**config.mk**
```make
export PLATFORM = sky130hd
export DESIGN_NAME = record_unpacker_flat
export DESIGN_NICKNAME = d
export VERILOG_FILES = /design/src/rtl/record_unpacker_if.sv /design/src/rtl/record_unpacker.sv /design/src/flat_wrapper.sv
export SDC_FILE = /design/constraint.sdc
export NUM_CORES = 1
export LEC_CHECK = 0
export ABC_AREA = 0
export BUFFER_PORTS_ARGS = -buffer_cell sky130_fd_sc_hd__buf_2
export CELL_PAD_IN_SITES_DETAIL_PLACEMENT = 2
export CELL_PAD_IN_SITES_GLOBAL_PLACEMENT = 2
export CORE_UTILIZATION = 35
export CTS_BUF_LIST = sky130_fd_sc_hd__clkbuf_2
export DETAILED_ROUTE_END_ITERATION = 10
export PLACE_DENSITY_LB_ADDON = 0.1
export SYNTH_ARGS = -nofsm -noshare
export SYNTH_HDL_FRONTEND = slang
export SYNTH_SLANG_ARGS = --single-unit
```
**constraint.sdc**
```tcl
create_clock -name clk -period 4.5 [get_ports clk]
set_input_delay 0.225 -clock clk [delete_from_list [all_inputs] [get_ports clk]]
set_output_delay 0.225 -clock clk [all_outputs]
set_load 0.01 [all_outputs]
```
**src/rtl/record_unpacker_if.sv**
```systemverilog
// Valid/ready bundle for the record unpacker: packed records in, single fields out.
// valid/ready: a beat moves on a rising clk edge where valid && ready; payload is held while valid && !ready.
interface record_unpacker_if #(
    parameter int FIELD_W    = 8,
    parameter int NUM_FIELDS = 3,
    parameter int IDX_W      = 2,
    parameter int CNT_W      = 16
);
    logic                          in_valid;
    logic                          in_ready;
    logic [NUM_FIELDS*FIELD_W-1:0] in_data;
    logic                          out_valid;
    logic                          out_ready;
    logic [FIELD_W-1:0]            out_field;
    logic [IDX_W-1:0]              out_index;
    logic                          out_last;
    logic [CNT_W-1:0]              rec_count;

    modport master (
        output in_valid, in_data, out_ready,
        input  in_ready, out_valid, out_field, out_index, out_last, rec_count
    );

    modport slave (
        input  in_valid, in_data, out_ready,
        output in_ready, out_valid, out_field, out_index, out_last, rec_count
    );
endinterface

```
**src/rtl/record_unpacker.sv**
```systemverilog
// Splits one packed record into NUM_FIELDS fields, field 0 (LSBs) first,
// and counts fully emitted records.
module record_unpacker #(
    parameter int FIELD_W    = 8,
    parameter int NUM_FIELDS = 3,
    parameter int IDX_W      = 2,
    parameter int CNT_W      = 16
) (
    input  logic                  clk,
    input  logic                  rst,
    record_unpacker_if.slave      bus,
    output logic                  o_dbg_emit
);
    localparam int REC_W = NUM_FIELDS * FIELD_W;

    typedef enum logic [0:0] {
        S_IDLE = 1'b0,
        S_EMIT = 1'b1
    } state_t;

    state_t             r_state;
    state_t             w_state_nxt;
    logic [REC_W-1:0]   r_rec;
    logic [FIELD_W-1:0] r_field;
    logic [IDX_W-1:0]   r_index;
    logic               r_last;
    logic [CNT_W-1:0]   r_count;

    logic               w_in_ready;
    logic               w_in_xfer;
    logic               w_out_xfer;
    logic               w_rec_done;
    logic [IDX_W-1:0]   w_next_idx;
    logic [FIELD_W-1:0] w_next_field;

    assign w_out_xfer = (r_state == S_EMIT) && bus.out_ready;
    assign w_rec_done = w_out_xfer && r_last;
    assign w_in_xfer  = bus.in_valid && w_in_ready;
    assign w_next_idx = r_index + IDX_W'(1);

    // A new record may enter only when idle or as the last field leaves.
    always_comb begin
        w_state_nxt = r_state;
        w_in_ready  = 1'b0;
        case (r_state)
            S_IDLE: begin
                w_in_ready = 1'b1;
                if (bus.in_valid) w_state_nxt = S_EMIT;
            end
            S_EMIT: begin
                w_in_ready = bus.out_ready && r_last;
                if (w_rec_done && !bus.in_valid) w_state_nxt = S_IDLE;
            end
            default: w_state_nxt = S_IDLE;
        endcase
        if (rst) w_in_ready = 1'b0;
    end

    always_comb begin
        w_next_field = '0;
        for (int k = 0; k < NUM_FIELDS; k++) begin
            if (int'(w_next_idx) == k) w_next_field = r_rec[k*FIELD_W +: FIELD_W];
        end
    end

    always_ff @(posedge clk) begin
        if (rst) r_state <= S_IDLE;
        else     r_state <= w_state_nxt;
    end

    always_ff @(posedge clk) begin
        if (rst) begin
            r_rec   <= '0;
            r_field <= '0;
            r_index <= '0;
            r_last  <= 1'b0;
            r_count <= '0;
        end else begin
            if (w_in_xfer) begin
                r_rec   <= bus.in_data;
                r_field <= bus.in_data[FIELD_W-1:0];
                r_index <= '0;
                r_last  <= (NUM_FIELDS == 1);
            end else if (w_out_xfer && !r_last) begin
                r_field <= w_next_field;
                r_index <= w_next_idx;
                r_last  <= (int'(w_next_idx) == NUM_FIELDS - 1);
            end
            if (w_rec_done) r_count <= r_count + CNT_W'(1);
        end
    end

    assign bus.in_ready  = w_in_ready;
    assign bus.out_valid = (r_state == S_EMIT);
    assign bus.out_field = r_field;
    assign bus.out_index = r_index;
    assign bus.out_last  = (r_state == S_EMIT) && r_last;
    assign bus.rec_count = r_count;
    assign o_dbg_emit    = (r_state == S_EMIT);
endmodule

```
**src/flat_wrapper.sv**
```systemverilog
// flat-port wrapper written by rule: the top's interface ports become plain ports
module record_unpacker_flat 
#(
    parameter int FIELD_W    = 8,
    parameter int NUM_FIELDS = 3,
    parameter int IDX_W      = 2,
    parameter int CNT_W      = 16
)
  (clk, rst, o_dbg_emit, bus_in_valid, bus_in_data, bus_out_ready, bus_in_ready, bus_out_valid, bus_out_field, bus_out_index, bus_out_last, bus_rec_count);
  record_unpacker_if #(.FIELD_W(FIELD_W), .NUM_FIELDS(NUM_FIELDS), .IDX_W(IDX_W), .CNT_W(CNT_W)) bus_i ();
  input  logic clk;
  input  logic rst;
  output logic o_dbg_emit;
  input wire logic [$bits(bus_i.in_valid)-1:0] bus_in_valid;
  input wire logic [$bits(bus_i.in_data)-1:0] bus_in_data;
  input wire logic [$bits(bus_i.out_ready)-1:0] bus_out_ready;
  output wire logic [$bits(bus_i.in_ready)-1:0] bus_in_ready;
  output wire logic [$bits(bus_i.out_valid)-1:0] bus_out_valid;
  output wire logic [$bits(bus_i.out_field)-1:0] bus_out_field;
  output wire logic [$bits(bus_i.out_index)-1:0] bus_out_index;
  output wire logic [$bits(bus_i.out_last)-1:0] bus_out_last;
  output wire logic [$bits(bus_i.rec_count)-1:0] bus_rec_count;
  assign bus_i.in_valid = bus_in_valid;
  assign bus_i.in_data = bus_in_data;
  assign bus_i.out_ready = bus_out_ready;
  assign bus_in_ready = bus_i.in_ready;
  assign bus_out_valid = bus_i.out_valid;
  assign bus_out_field = bus_i.out_field;
  assign bus_out_index = bus_i.out_index;
  assign bus_out_last = bus_i.out_last;
  assign bus_rec_count = bus_i.rec_count;
  record_unpacker #(.FIELD_W(FIELD_W), .NUM_FIELDS(NUM_FIELDS), .IDX_W(IDX_W), .CNT_W(CNT_W)) u_core (.clk(clk), .rst(rst), .bus(bus_i), .o_dbg_emit(o_dbg_emit));
endmodule
```
==> impl_metrics.csv, run 1 <==
group,metric,value,unit
sta,period_minus_slack,1.88,ns
setup_path,worst-endpoint-arrival,2.27,ns
worst_hold_path,min_path_type,"in2reg",
global_routing,grt_max_degree,43,
route,num_vias,2130,
final_layout,finalInstanceArea,2870,um^2
floorplanning,initial_core_util,36.4,%
synthesis,synth_fa_ha_area_share,2.16,%
synthesis,ys.flop_type,"dfxtp_1",
floorplanning,fp-row-count,29,
sta,skew,0.0149,ns
floorplanning,fp.dieArea,6960,um^2
final_layout,fin_nets,362,
setup_path,reg2reg_depth,6,
power,seqPwrFrac,59.2,%
synthesis,syn_nets,296,
synthesis,avgSynthCellArea,8.80,um^2
clock_tree,cts_setup_buffers,0,
synthesis,synth-simple-area-share,26.8,%
sta,maxSlewViolCount,0,
global_routing,antenna_found_initial,0,
setup_path,startpoint_type,"register",
setup_path,critPathSlowestCell,"ha_1",
sta,setup_viol,0,
clock_tree,clk_pin_slew,0.27,ns
global_routing,grt_usage,20.2,%
synthesis,synth-xor-area-share,3.77,%
synthesis,yosys_warnings,0,
global_routing,first_global_vias,2171,
route,firstDrtPassIters,4,
synthesis,ys_seq_area_share,44.8,%
clock_tree,cts_tree,"built",
synthesis,synth-seq-cells,52,
placement,port_buffers,57,
final_layout,syn_to_final_growth,23.7,%
power,comb_power_share,11.4,%
clock_tree,clock_latency,0.45,ns
synthesis,synthCells,264,
sta,fin_tns_setup,0,ns
sta,slew_headroom,32.1,%
synthesis,synth_edf_count,0,
sta,rsz0062_at_grt,"no",
global_routing,grt_overflow,0,
power,p_sw,0.218,mW
placement,pre_cts_ws,2.62,ns
sta,layout_setup_ws,2.62,ns
power,leakage,1.29,nW
synthesis,synthMuxAreaShare,0.862,%
placement,hpwl,4.47,mm
route,dr.first_iter.drc_count,61,
final_layout,diodes,0,
global_routing,met1_usage,28.8,%
clock_tree,numCtsBuffers,5,
placement,dp_cells,383,
setup_path,r2r-end,"u_core.bus.out_field[4]",
power,clockPowerShare,29.4,%
final_layout,stdcell_count,408,
final_layout,fillers,735,
route,ant_nets,0,
sta,tightest_slew,1.01,ns
sta,finalCritPeriodShare,41.9,%
power,p_sw_share,25.9,%
global_routing,top_usage_layer,"met2",
setup_path,startpoint,"u_core.bus.out_index[0]",
placement,gp_congestion,0.726,
clock_tree,cts-root-buf,"clkbuf_2",
final_layout,drive_above_1_share,21.1,%
clock_tree,cts_htree_levels,2,
route,wire_per_inst,16.3,um
synthesis,yosysTopAreaCellShare,44.8,%
power,power.internal,0.623,mW
clock_tree,clock_sinks,52,
setup_path,critPathMaxStageDelay,0.47,ns
setup_path,crit_required,4.89,ns
setup_path,rrSetupSlack,2.62,ns
global_routing,use_met3,3.76,%
power,power.density,293,nW/um^2
floorplanning,die_x,83.5,um
global_routing,grt_pass1_wl,11.1,mm
route,drc,0,
setup_path,cp_max_fo,16,
setup_path,critPathCapture,"u_core.bus.out_field[4]",
floorplanning,die_h,83.5,um
placement,placed_area,2630,um^2
sta,fmax,531,MHz
synthesis,async_flop_share,0,%
floorplanning,boundaryPins,58,
synthesis,ys_types,33,
synthesis,synth_area_leaders,"dfxtp_1 45%, o21ai_0 6.5%, nand2_1 4.8%, nand2b_1 4.6%, a221o_1 3.4%",
setup_path,worstPathCellList,"inv_1 -> ha_1 -> and3b_1 -> a21oi_1 -> o21ai_0 -> a221o_1",
synthesis,synth_compound_area_share,17.3,%
setup_path,path_class,"reg2reg",
synthesis,synth_top_family_by_area,"simple AND/OR/NAND/NOR gates",
run,maxCapViolCount,0,
global_routing,grtUsageMet2,30.3,%
setup_path,r2r_start,"u_core.bus.out_index[0]",
route,viasPerCell,5.22,
synthesis,netlist.top_cell.by_area,"dfxtp_1",
clock_tree,clockBufferDepth,2,
power,ir_drop,0.126,mV
sta,hold_viol,0,
setup_path,end_kind,"register",
floorplanning,coreArea,6390,um^2
final_layout,final_util,45.0,%
synthesis,synthesis.area,2320,um^2
route,drt_wl_total,6.65,mm
status,run_status,"completed",
-- flip-flops by register name, indices dropped and copies added, names as in the netlist --
signal                cells
u_core.r_last             1
u_core.bus.out_valid      1
u_core.bus.out_field      8
u_core.r_rec             24
u_core.bus.out_index      2
u_core.bus.rec_count     16
-- worst max-delay path, delay by kind of cell, from the launching register on --
kind	cells	cell delay, ns
fa+ha+maj	1	0.47
simple gates	1	0.24
compound gates	3	0.62
flops	1	0.40
buf+inv	1	0.11
-- power by group through the flow --
| stage | logic, mW | registers (mW) | clock network (mW) |
|---|---|---|---|
| after floorplan | 0.0516 | 0.503 | 0 |
| after global placement | 0.0803 | 0.506 | 0 |
| after detailed placement | 0.0834 | 0.507 | 0 |
| after CTS | 0.0950 | 0.499 | 0.258 |
| after global routing | 0.106 | 0.502 | 0.277 |
| final | 0.0956 | 0.498 | 0.247 |
-- cell usage after synthesis (3+ instances only) --
| cell | n |
|---|---|
| nand3_1 | 3 |
| o21ai_0 | 30 |
| buf_2 | 4 |
| dfxtp_1 | 52 |
| and4_1 | 3 |
| ha_1 | 4 |
| and3b_1 | 8 |
| buf_4 | 5 |
| a221o_1 | 8 |
| xnor2_1 | 4 |
| nand2b_1 | 17 |
| nand2_1 | 30 |
| nor3_1 | 4 |
| a21o_1 | 9 |
| xor2_1 | 6 |
| nand4_1 | 8 |
| clkbuf_1 | 7 |
| a21oi_1 | 14 |
| and2_1 | 9 |
| and3_1 | 3 |
| or3_1 | 4 |
| nor2_1 | 16 |
| inv_1 | 4 |
-- cell families (layout without fill, tap and decap cells) --
group           count (synthesis)  in the layout
simple gates                  111            111
compound gates                 65             65
flops                          52             52
buf+inv                        20             87
xor+xnor                       10             10
fa+ha+maj                       4              4
mux                             2              2
-- worst min path at each step --
stage / startpoint / to / depth (start not counted)
after global placement: bus_in_data[22] / u_core.r_rec[22] / 3
final: bus_in_data[7] / u_core.r_rec[7] / 3
after global routing: bus_in_data[7] / u_core.r_rec[7] / 3
after detailed placement: bus_in_data[13] / u_core.r_rec[13] / 3
after floorplan: bus_in_data[10] / u_core.r_rec[10] / 2
after CTS: bus_in_data[11] / u_core.r_rec[11] / 3
-- final cells by class --
cell class	count	area [um^2]	share of cell area (%)
clock buffer	5	25.0	0.871
clock inverter	3	42.5	1.48
inverter	4	15.0	0.523
multi-input combinational	192	1190	41.4
sequential	52	1040	36.3
tap	77	96.3	3.36
timing repair buffer	75	463	16.1
-- stage by stage --
stage          hold slack (ns)  power, mW
2_1_floorplan            0.334      0.555
3_3_place_gp             0.419      0.586
3_5_place_dp             0.427      0.590
4_1_cts                0.00946      0.851
5_1_grt                 0.0304      0.885
6_report                0.0599      0.841
-- per-layer routing --
layer / wire length, um / vias up
met1: 3410 / 1017
met3: 227 / 12
met5: 0 / -
met2: 2850 / 48
li1: - / 1053
met4: 160 / 0
-- layout by cell type, fill, tap and decap left out, drive strengths merged, types with 9 or more instances in the layout --
cell type,netlist,layout
o21ai,30,30
dlygate4sd3,0,17
nor2,17,17
buf,9,58
dfxtp,52,52
nand2,30,30
a21o,9,9
nand4,9,9
and2,9,9
a21oi,14,14
nand2b,17,17
-- timing repair --
| item | 4_1_cts | 5_1_grt |
|---|---|---|
| hold buffers | 16 | 1 |
| endpoints found under the hold margin | 16 | 1 |
| resized for setup | 0 | 0 |
Power figures use the tool's default switching activity.
==> run 2, diff against run 1 <==
CORE_UTILIZATION = 32   (was 35)
clock period = 1.83 ns   (was 4.5 ns; I/O delays follow)
==> run 2 against run 1 <==
  * Via count increased by 2.3%
  * Global-route usage is 1.5 points lower
  * Total power increased by 130%
  * Clock skew decreased by 0.0022 ns
  * Register-to-register slack got worse by 2.5 ns
  * Worst hold slack gained 0.0010 ns
  * Core utilization is 1.2 points lower
  * Final cell count increased by 8.8%
  * Maximum frequency increased by 10%
  * Flip-flop and latch count stayed put
  * Sequential share of layout area decreased by 1.8 points
  * Sequential power grew 140%
==> impl_metrics.csv, run 2 (synthesized netlist as in run 1, its figures left out) <==
group,metric,value,unit
clock_tree,cts_htree_levels,2,
route,firstDrtPassIters,4,
global_routing,grt_usage,18.7,%
setup_path,crit_family,"compound AO/OA/AOI/OAI gates",
floorplanning,die_x,87.2,um
sta,fmax,584,MHz
clock_tree,numCtsBuffers,5,
final_layout,syn_to_final_growth,30.3,%
final_layout,finalInstanceArea,3030,um^2
sta,setup_viol,0,
final_layout,layout_commonest_cell,"buf_2",
sta,finalCritPeriodShare,93.6,%
sta,layout_setup_ws,0.118,ns
setup_path,startpoint_type,"register",
power,comb_power_share,13.3,%
floorplanning,fp-row-count,30,
power,leakage,1.36,nW
global_routing,first_global_vias,2120,
placement,placed_area,2700,um^2
final_layout,fin_nets,379,
power,total_power,1.96,mW
sta,skew,0.0127,ns
placement,gp_congestion,0.806,
route,wire_per_inst,15.3,um
setup_path,cp_max_fo,16,
global_routing,grt_pass1_wl,10.9,mm
setup_path,worst-endpoint-arrival,2.08,ns
floorplanning,die_h,87.2,um
status,run_status,"completed",
route,dr.first_iter.drc_count,55,
clock_tree,clock_sinks,52,
final_layout,mostFrequentLayoutCells,"57 x buf_2, 51 x dfxtp_1, 30 x nand2_1, 30 x o21ai_0, 26 x dlygate4sd3_1",
power,p_sw_share,28.0,%
global_routing,grt_overflow,0,
sta,period_minus_slack,1.71,ns
global_routing,grt_max_degree,27,
final_layout,diodes,0,
clock_tree,clk_pin_slew,0.27,ns
floorplanning,initial_core_util,33.6,%
final_layout,fillers,797,
placement,port_buffers,57,
setup_path,critPathMaxStageDelay,0.41,ns
setup_path,end_kind,"register",
placement,hpwl,4.64,mm
worst_hold_path,min_path_type,"in2reg",
run,maxCapViolCount,0,
sta,fin_tns_setup,0,ns
setup_path,crit_buf_inv,1,
route,drt_wl_total,6.78,mm
route,num_vias,2179,
route,ant_nets,0,
clock_tree,clock_latency,0.45,ns
floorplanning,coreArea,6910,um^2
power,power.density,648,nW/um^2
power,ir_drop,0.212,mV
clock_tree,cts_tree,"built",
power,p_sw,0.548,mW
power,seqPwrFrac,62.5,%
global_routing,antenna_found_initial,0,
sta,maxSlewViolCount,0,
final_layout,regMostFlops,"u_core.r_rec",
sta,hold_viol,0,
sta,tightest_slew,0.853,ns
setup_path,worstPathCellList,"inv_1 -> ha_2 -> and3b_1 -> a21oi_1 -> o21ai_0 -> a221o_1",
setup_path,crit_required,2.20,ns
final_layout,largest_reg_flops,24,
power,clockPowerShare,24.2,%
setup_path,rrSetupSlack,0.12,ns
route,viasPerCell,4.91,
power,power.internal,1.41,mW
clock_tree,cts-root-buf,"clkbuf_2",
placement,pre_cts_ws,-0.0183,ns
floorplanning,fp.dieArea,7600,um^2
final_layout,drive_above_1_share,23.0,%
clock_tree,clockBufferDepth,2,
route,drc,0,
sta,slew_headroom,42.7,%
floorplanning,boundaryPins,58,
setup_path,critPathSlowestCell,"dfxtp_1",
setup_path,path_class,"reg2reg",
==> run 2: stage by stage <==
stage	util (%)	hold slack, ns	cells
finish	43.8	0.0609	444
global route	43.8	0.0659	444
CTS	43.5	0.0248	441
detailed placement	39.0	0.299	407
global placement	39.0	0.285	407
floorplan	-	0.200	264
==> run 2: area by class of cell <==
cell class,instances,area [um^2],share of cell area (%)
clock buffers,5,25.0,0.827
clock inverters,3,18.8,0.620
inverters,4,15.0,0.496
multi-input cells,192,1190,39.4
flip-flops and latches,52,1040,34.4
well taps,96,120,3.97
repair buffers,92,613,20.3
==> run 2: final timing paths <==
path	from	endpoint	cells after the start
setup / recovery	u_core.bus.out_index[0]	u_core.bus.out_field[0]	6
hold / removal	bus_out_ready	u_core.r_last	3
setup reg to reg	u_core.bus.out_index[0]	u_core.bus.out_field[0]	6
hold reg to reg	u_core.r_rec[17]	u_core.r_rec[17]	2
==> run 2: routing by layer <==
metal  vias to the layer above  GRT usage [%]  wire [um]
met5                         -              0          0
li1                       1095              -          -
met2                        51           28.1       2920
met4                         0           4.47         49
met3                         4           3.70        315
met1                      1029           27.5       3500
==> run 2: power groups by stage <==
stage / combinational [mW] / sequential, mW / clock, mW
after detailed placement: 0.212 / 1.25 / 0
after floorplan: 0.127 / 1.24 / 0
after global placement: 0.207 / 1.24 / 0
after global routing: 0.289 / 1.23 / 0.553
final: 0.261 / 1.22 / 0.475
after CTS: 0.256 / 1.23 / 0.517
==> run 2: worst register-to-register path: stages (launching register included) <==
cell,delay (ns)
dfxtp_1,0.41
inv_1,0.10
ha_2,0.34
and3b_1,0.22
a21oi_1,0.10
o21ai_0,0.14
a221o_1,0.34
==> run 2: repair_timing <==
item,in CTS,in global routing
hold buffers,26,0
setup endpoints to repair,3,8
hold endpoints to repair,39,0
buffers inserted,0,3
pin swaps,0,1
gates resized for setup,1,1
==> run 3, diff against run 2 <==
RECOVER_POWER = 25   (was default)
==> run 3 against run 2 <==
  * Sequential share of layout area up 0.24 points
  * Flip-flop and latch count stayed put
  * Worst hold slack better by 0.0032 ns
  * Highest routed layer unchanged
  * Critical path depth did not move
  * Worst setup slack lost 0.0042 ns
  * Register-to-register slack is essentially flat
  * Non-clock buffer count unchanged
  * Global-route usage is the same
  * First-iteration DRC count is 5.5% lower
  * Largest power group unchanged
==> impl_metrics.csv, run 3 (synthesized netlist as in run 1, its figures left out) <==
group,metric,value,unit
global_routing,first_global_vias,2120,
route,wire_per_inst,15.3,um
final_layout,layout.area.seq,1040,um^2
global_routing,antenna_found_initial,0,
final_layout,drive_above_1_share,18.1,%
sta,hold_viol,0,
clock_tree,numCtsBuffers,5,
final_layout,largest_reg_flops,24,
global_routing,grt_overflow,0,
sta,setup_viol,0,
sta,skew,0.0178,ns
floorplanning,initial_core_util,33.6,%
clock_tree,clock_latency,0.45,ns
power,ir_drop,0.212,mV
route,drt_wl_total,6.79,mm
status,run_status,"completed",
final_layout,diodes,0,
route,dr.first_iter.drc_count,52,
final_layout,finalInstanceArea,3000,um^2
sta,slew_headroom,42.1,%
final_layout,mostFrequentLayoutCells,"51 x dfxtp_1, 40 x buf_2, 30 x nand2_1, 30 x o21ai_0, 26 x dlygate4sd3_1",
final_layout,layout_commonest_cell,"dfxtp_1",
setup_path,startpoint_type,"register",
final_layout,fin_nets,379,
floorplanning,fp-row-count,30,
placement,port_buffers,57,
sta,period_minus_slack,1.72,ns
final_layout,syn_to_final_growth,29.4,%
setup_path,path_class,"reg2reg",
global_routing,grt_pass1_wl,10.9,mm
final_layout,multi_input_area,1190,um^2
floorplanning,boundaryPins,58,
clock_tree,clk_pin_slew,0.27,ns
clock_tree,cts_htree_levels,2,
route,num_vias,2170,
clock_tree,cts_tree,"built",
placement,hpwl,4.64,mm
clock_tree,cts-root-buf,"clkbuf_2",
run,maxCapViolCount,0,
placement,placed_area,2700,um^2
route,firstDrtPassIters,4,
sta,fmax,583,MHz
setup_path,critPathMaxStageDelay,0.41,ns
worst_hold_path,min_path_type,"in2reg",
setup_path,critPathSlowestCell,"dfxtp_1",
clock_tree,clockBufferDepth,2,
final_layout,fillers,807,
floorplanning,die_x,87.2,um
sta,fin_tns_setup,0,ns
floorplanning,die_h,87.2,um
setup_path,crit_required,2.20,ns
power,power.density,652,nW/um^2
sta,finalCritPeriodShare,93.8,%
sta,maxSlewViolCount,0,
clock_tree,clock_sinks,52,
setup_path,worstPathCellList,"inv_1 -> ha_2 -> and3b_1 -> a21oi_1 -> o21ai_0 -> a221o_1",
power,leakage,1.28,nW
placement,gp_congestion,0.806,
final_layout,regMostFlops,"u_core.r_rec",
route,ant_nets,0,
sta,tightest_slew,0.862,ns
global_routing,grt_usage,18.7,%
setup_path,end_kind,"register",
floorplanning,coreArea,6910,um^2
setup_path,cp_max_fo,16,
setup_path,worst-endpoint-arrival,2.08,ns
route,drc,0,
route,viasPerCell,4.89,
global_routing,grt_max_degree,27,
floorplanning,fp.dieArea,7600,um^2
-- run 3: area by class of cell --
class / instances / share of cell area (%)
Tap cell: 96 / 4.00
Sequential cell: 52 / 34.7
Inverter: 4 / 0.500
Timing Repair Buffer: 92 / 19.7
Clock inverter: 3 / 0.625
Clock buffer: 5 / 0.833
Multi-Input combinational cell: 192 / 39.7
-- run 3: metrics by stage --
step,instances,hold slack (ns),setup slack [ns],utilization (%),power [mW]
6_report,444,0.0641,0.114,43.5,1.96
5_1_grt,444,0.0659,-0.0187,43.5,2.07
4_1_cts,441,0.0248,0.107,43.5,2.00
3_5_place_dp,407,0.299,-0.0183,39.0,1.46
3_3_place_gp,407,0.285,0.0686,39.0,1.45
2_1_floorplan,264,0.200,0.249,-,1.36
-- run 3: path summary, 6_finish.rpt --
path	from	end	slack (ns)	depth (start not counted)
worst max-delay path	u_core.bus.out_index[0]	u_core.bus.out_field[0]	0.11	6
worst min-delay path	bus_out_ready	u_core.r_last	0.06	3
worst max register to register	u_core.bus.out_index[0]	u_core.bus.out_field[0]	0.11	6
worst min register to register	u_core.r_rec[9]	u_core.r_rec[9]	0.50	2
-- run 3: critical path, delay by kind of cell, from the launching register on --
family          cells  cell delay, ns
buf+inv             1            0.10
compound gates      3            0.58
flops               1            0.41
simple gates        1            0.21
fa+ha+maj           1            0.34
-- run 3: per-layer routing --
metal,track usage (%),wire length (um)
met1,27.5,3570
met2,28.1,2910
met3,3.70,243
met4,4.47,62
met5,0,0
-- run 3: what timing repair did --
| action | CTS | global route |
|---|---|---|
| pin swaps | 0 | 1 |
| hold endpoints to repair | 39 | 0 |
| buffers inserted | 0 | 3 |
| hold buffers | 26 | 0 |
| endpoints found under the setup margin | 3 | 8 |
| gates resized for setup | 1 | 1 |
-- run 3: report_power, final --
part	internal (mW)	switching [mW]	total, mW
logic	0.133	0.125	0.258
registers	1.19	0.0370	1.23
clock network	0.0881	0.388	0.476
total	1.41	0.550	1.96
